===== src/rtl/dht_poll_scheduler.sv =====
// dht_poll_scheduler: paces DHT11 reads, validates frames, publishes last-good readings and fan control
module dht_poll_scheduler #(
  parameter int INTERVAL_CYC = 200_000_000,
  parameter int TIMEOUT_CYC  = 5_000_000,
  parameter int MAX_RETRY    = 3,
  parameter int FAN_ON_C     = 30,
  parameter int FAN_OFF_C    = 28
) (
  input  logic        clk,
  input  logic        rst,
  input  logic        en,
  input  logic        force_read,
  output logic        rd_start,
  input  logic        rd_busy,
  input  logic        rd_done,
  input  logic [39:0] rd_frame,
  output logic [7:0]  temp_int,
  output logic [7:0]  hum_int,
  output logic        valid,
  output logic        err,
  output logic [7:0]  err_cnt,
  output logic        fan
);
  localparam int IW = $clog2(INTERVAL_CYC + 1);
  localparam int TW = $clog2(TIMEOUT_CYC + 1);
  localparam int RW = $clog2(MAX_RETRY + 1);
  typedef enum logic [2:0] {IDLE, HOLDOFF, ISSUE, WAIT_DONE, CHECK} state_t;
  state_t state;
  logic [IW-1:0] ivl;
  logic [TW-1:0] tmo;
  logic [RW-1:0] retry;
  logic [39:0] frame;
  logic [7:0] csum;
  logic force_pending, want, ivl_due, good, fail;
  assign rd_start = state == ISSUE && !rd_busy;
  assign want = en || force_pending;
  assign ivl_due = ivl >= IW'(INTERVAL_CYC - 1);
  assign csum = frame[39:32] + frame[31:24] + frame[23:16] + frame[15:8];
  assign good = state == CHECK && csum == frame[7:0];
  assign fail = (state == CHECK && csum != frame[7:0]) ||
                (state == WAIT_DONE && !rd_done && tmo == TW'(TIMEOUT_CYC - 1));
  always_ff @(posedge clk) begin
    if (rst) begin
      state <= IDLE;
      ivl <= '0;
      tmo <= '0;
      retry <= '0;
      frame <= '0;
      force_pending <= 1'b0;
      temp_int <= '0;
      hum_int <= '0;
      valid <= 1'b0;
      err <= 1'b0;
      err_cnt <= '0;
      fan <= 1'b0;
    end else begin
      ivl <= rd_start ? IW'(1) : (ivl == IW'(INTERVAL_CYC) ? ivl : ivl + IW'(1));
      tmo <= state == WAIT_DONE ? tmo + TW'(1) : '0;
      force_pending <= force_read || (force_pending && !rd_start);
      if (state == WAIT_DONE && rd_done) frame <= rd_frame;
      case (state)
        IDLE:      if (want) state <= HOLDOFF;
        HOLDOFF:   state <= !want ? IDLE : (ivl_due ? ISSUE : HOLDOFF);
        ISSUE:     if (!rd_busy) state <= WAIT_DONE;
        WAIT_DONE: state <= rd_done ? CHECK : (fail ? HOLDOFF : WAIT_DONE);
        CHECK:     state <= HOLDOFF;
        default:   state <= IDLE;
      endcase
      if (good) begin
        temp_int <= frame[23:16];
        hum_int <= frame[39:32];
        valid <= 1'b1;
        retry <= '0;
        err <= 1'b0;
        fan <= frame[23:16] >= 8'(FAN_ON_C) ? 1'b1 : (frame[23:16] <= 8'(FAN_OFF_C) ? 1'b0 : fan);
      end
      if (fail) begin
        err_cnt <= err_cnt + {7'd0, err_cnt != 8'hFF};
        retry <= retry + RW'(retry != RW'(MAX_RETRY));
        if (retry >= RW'(MAX_RETRY - 1)) begin
          err <= 1'b1;
          fan <= 1'b1;
        end
      end
    end
  end
endmodule

===== config.mk =====
export PLATFORM = sky130hd
export DESIGN_NAME = dht_poll_scheduler
export DESIGN_NICKNAME = d
export VERILOG_FILES = /design/src/rtl/dht_poll_scheduler.sv
export SDC_FILE = /design/constraint.sdc
export NUM_CORES = 1
export LEC_CHECK = 0
export CORE_UTILIZATION = 50
export DETAILED_ROUTE_END_ITERATION = 10
export PLACE_DENSITY_LB_ADDON = 0.3
export SLEW_MARGIN = 20
export SYNTH_ARGS = -nofsm -noshare
export SYNTH_HDL_FRONTEND = slang
export SYNTH_SLANG_ARGS = --single-unit

===== constraint.sdc =====
create_clock -name clk -period 3.8 [get_ports clk]
set_clock_uncertainty 0.1 [all_clocks]
set_input_delay 0.76 -clock clk [delete_from_list [all_inputs] [get_ports clk]]
set_output_delay 0.76 -clock clk [all_outputs]
set_load 0.02 [all_outputs]

==> results by group <==
Finish
  • Nets: 803
  • Post-route cell area: 7368 um2
  • Non-filler cells, final: 884
  • Antenna diodes: 0
  • Share of layout cells above drive strength 1: 0.09409
  • Seq. cell area: 2485 um2
  • Layout fillers: 867
  • P&R area growth vs syn: 30.17%
  • Multi-input gate area: 3105 um2

Yosys
  • Unique cell type count in the Yosys netlist: 51
  • Dominant synthesized flop cell: dfxtp_1
  • Mapped Nets: 724
  • Post-synthesis sequential area ratio: 0.4385
  • FFs w/ async S/R, synth: 0
  • Largest cells by area after synthesis: dfxtp_1 (44%), nand2_1 (7.2%), xor2_1 (6.2%)
  • Number of synthesized flops with an enable pin: 0
  • Mean Syn Cell Area: 8.682 um2
  • Share of Yosys cell area claimed by the top area cell type: 0.4385
  • Yosys warns: 0
  • Mapped Cells: 652
  • Synth Register Bits: 124
  • Mapped cell area: 5660 um2
  • Yosys top cell by area: dfxtp_1

GRT
  • Grt met2 use: 0.3901
  • Met1 usage in global routing: 0.2824
  • Overflow after GRT: 0
  • Initial antenna violation count: 0
  • Pin count of the biggest net entering global routing: 60
  • Vias in the first global route: 4630
  • GRT Overall Usage: 0.2321
  • GR Layer Usage met3: 0.06751
  • Busiest grt layer: met2
  • First-pass GRT wire length: 21.16 mm

Power and ir drop
  • Sw frac: 0.2001
  • Switching power: 0.6209 mW
  • Clock power frac: 0.552
  • Worst VDD drop: 476.6 uV
  • Sequential Power Share: 0.422
  • LEAKAGE: 2.698 nW
  • Cell Pwr Density: 421.1 nW/um2
  • Final Power: 3.103 mW
  • Int Pwr: 2.482 mW
  • Logic pwr share: 0.026

Place
  • Count of input and output buffers: 73
  • Final HPWL DP: 8.458 mm
  • Placed cell area: 6533 um2
  • Final Wtd Congestion: 0.8595
  • Placed insts: 846

Worst setup path
  • Beginning of the worst register-to-register path: frame[9]$_SDFFE_PP0P_
  • Crit. End Element: flip-flop
  • Critical Path Start Type: flip-flop
  • Max FO, Critical Path: 8
  • WP data required: 3.97 ns
  • Setup slack, reg-to-reg: -0.03 ns
  • WP data arrival: 4.00 ns
  • R2R Path End: err_cnt[4]$_SDFFE_PP0P_
  • Crit path kind: reg -> reg
  • R2R cell count: 16

Timing
  • Final worst-path setup slack: -0.02942 ns
  • Hold Fails Final Rpt: 0
  • Setup violations, final: 4
  • Fin crit period: 3.829 ns
  • RSZ-0062 raised after global routing: true
  • Hold WS: 0.3531 ns
  • FMAX: 261.1 MHz
  • Worst-Margin Slew: 0.9933 ns
  • Fin. max-slew vios: 0
  • Tcrit/Tclk final: 1.008
  • Slew HR: 0.3378

Die
  • Die area: 11750 um2
  • Ports: 74
  • CORE AREA: 10940 um2
  • Rows: 38
  • Initial core utilization: 0.5176
  • Die width: 108.4 um
  • Die H: 108.4 um

Clock tree
  • Clock Root Buffer: clkbuf_16
  • Num Clock Sinks: 124
  • Num CTS Buffers: 17
  • CTS Hold Bufs: 0
  • H-Tree Depth: 4
  • Clk slew on worst S/H paths: 0.06 ns
  • Clk Latency, worst-skew pair: 0.42 ns
  • CTS tree: yes
  • Clk buf depth: 2

Route
  • Final wirelength: 12.94 mm
  • Mean number of vias per cell: 5.407
  • Iter 0 DRT Violations: 201
  • Routed via count: 4780
  • DRT Pass-1 Iters: 5
  • Wire per inst: 14.64 um
  • Antenna Nets Post-Route: 0
  • Drt drc: 0

Run status
  • Violated checks: negative setup slack
  • Outcome: finished with violations

Hold path
  • Hold_sp: frame[30]$_SDFFE_PP0P_
  • Worst Hold Endpoint: frame[30]$_SDFFE_PP0P_
  • Hold path cells: 2
  • Hold Crit Class: reg -> reg

Job
  • Max_cap viols: 0
-- logic make-up (layout without fill, tap and decap cells) --
group / Yosys count / in the layout / synth area share
simple gates: 281 / 281 / 0.2310
flops: 124 / 124 / 0.4385
compound gates: 94 / 94 / 0.09571
xor+xnor: 58 / 58 / 0.08974
buf+inv: 50 / 142 / 0.03537
fa+ha+maj: 26 / 26 / 0.07604
mux: 19 / 19 / 0.03360
-- worst max-delay path by stage --
stage | from | endpoint | slack [ns] | depth (start not counted)
CTS | frame[9]$_SDFFE_PP0P_ | err_cnt[1]$_SDFFE_PP0P_ | 0.007 | 15
finish | frame[9]$_SDFFE_PP0P_ | err_cnt[4]$_SDFFE_PP0P_ | -0.03 | 16
floorplan | frame[9]$_SDFFE_PP0P_ | err_cnt[1]$_SDFFE_PP0P_ | 0.05 | 14
global route | frame[9]$_SDFFE_PP0P_ | err_cnt[4]$_SDFFE_PP0P_ | -0.18 | 16
global placement | frame[9]$_SDFFE_PP0P_ | err_cnt[5]$_SDFFE_PP0P_ | -0.005 | 15
detailed placement | frame[9]$_SDFFE_PP0P_ | err_cnt[7]$_SDFFE_PP0P_ | -0.11 | 14
-- flip-flops by register name, summed over array words and instances (netlist names) --
register,count
ivl,28
retry,2
frame,40
err,1
hum_int,8
temp_int,8
err_cnt,8
valid,1
force_pending,1
tmo,23
fan,1
state,3
-- layout make-up --
cell class / instances / share of cell area
multi-input cells: 478 / 0.4215
clock inverters: 11 / 0.02258
inverters: 22 / 0.01121
repair buffers: 88 / 0.1212
well taps: 140 / 0.02377
clock buffers: 21 / 0.06249
flip-flops and latches: 124 / 0.3372
-- stage by stage --
stage,setup WS [ns],TNS (ns),utilization
global route,-0.1825,-4.177,0.6738
global placement,-0.004799,-0.008308,0.5974
floorplan,0.04528,0,-
finish,-0.02942,-0.07952,0.6738
detailed placement,-0.1137,-1.857,0.5974
CTS,0.006888,0,0.6569
-- power by group through the flow --
stage | clock network [mW] | logic, mW | registers [mW]
final | 1.71 | 0.0804 | 1.31
after CTS | 1.72 | 0.0802 | 1.31
after global routing | 1.79 | 0.0880 | 1.31
after floorplan | 0 | 0.0287 | 1.34
after detailed placement | 0 | 0.0798 | 1.34
after global placement | 0 | 0.0783 | 1.34
-- repair_timing --
item	in CTS	in global routing
setup endpoints to repair	28	28
cloned	0	3
buffers inserted	0	3
gates resized for setup	6	22
pin swaps	2	4
-- Yosys cell counts (all sizes together), types with 2 or more instances --
cell and number:
and4 3, nor2b 2, nand4 10, nor2 81, nor3 7, clkbuf 21, o31ai 2, nand2 109
or3 10, mux2i 19, and3 9, o21bai 3, o21a 2, or4 3, nand3 26, inv 22
nor4 6, nand2b 6, dfxtp 124, fa 14, xor2 40, buf 7, nor4b 4, o21ai 13
a21oi 62, xnor2 18, ha 12
-- metal layers --
| layer | wire, um | part of all wire | vias up |
|---|---|---|---|
| met4 | 253 | 0.020 | 0 |
| met5 | 0 | 0 | - |
| met3 | 660 | 0.051 | 23 |
| li1 | - | - | 2340 |
| met2 | 6413 | 0.50 | 127 |
| met1 | 5617 | 0.43 | 2290 |
-- worst max-delay path: stages, from the launching register on --
cell       delay, ns
dfxtp_2         0.33
fa_1            0.54
inv_2           0.04
fa_1            0.51
inv_1           0.05
ha_2            0.19
fa_2            0.35
a21o_1          0.18
a21oi_2         0.15
buf_4           0.16
xnor2_4         0.13
o2111ai_4       0.18
o41ai_4         0.27
buf_4           0.18
buf_6           0.12
or3_1           0.12
a21oi_1         0.07
-- placed cells by master (no fill, tap or decap), types with 3 or more instances in the layout --
master           instances
nor2_1                  81
inv_1                   21
a21oi_2                  3
nand3_1                 25
clkbuf_16               19
clkinv_2                 3
buf_4                   10
and3_1                   9
xor2_1                  39
o21ai_1                  4
o21ai_0                  8
nor4_1                   4
nand2b_1                 6
a21oi_1                 59
dfxtp_1                122
fa_1                    13
nand2_1                109
clkdlybuf4s50_1         72
clkinvlp_4               3
xnor2_1                 15
or4_1                    3
nand4_1                 10
ha_1                    11
mux2i_1                 18
nor3_1                   7
bufinv_16                4
and4_1                   3
or3_1                   10
(Power assumes the default switching activity.)
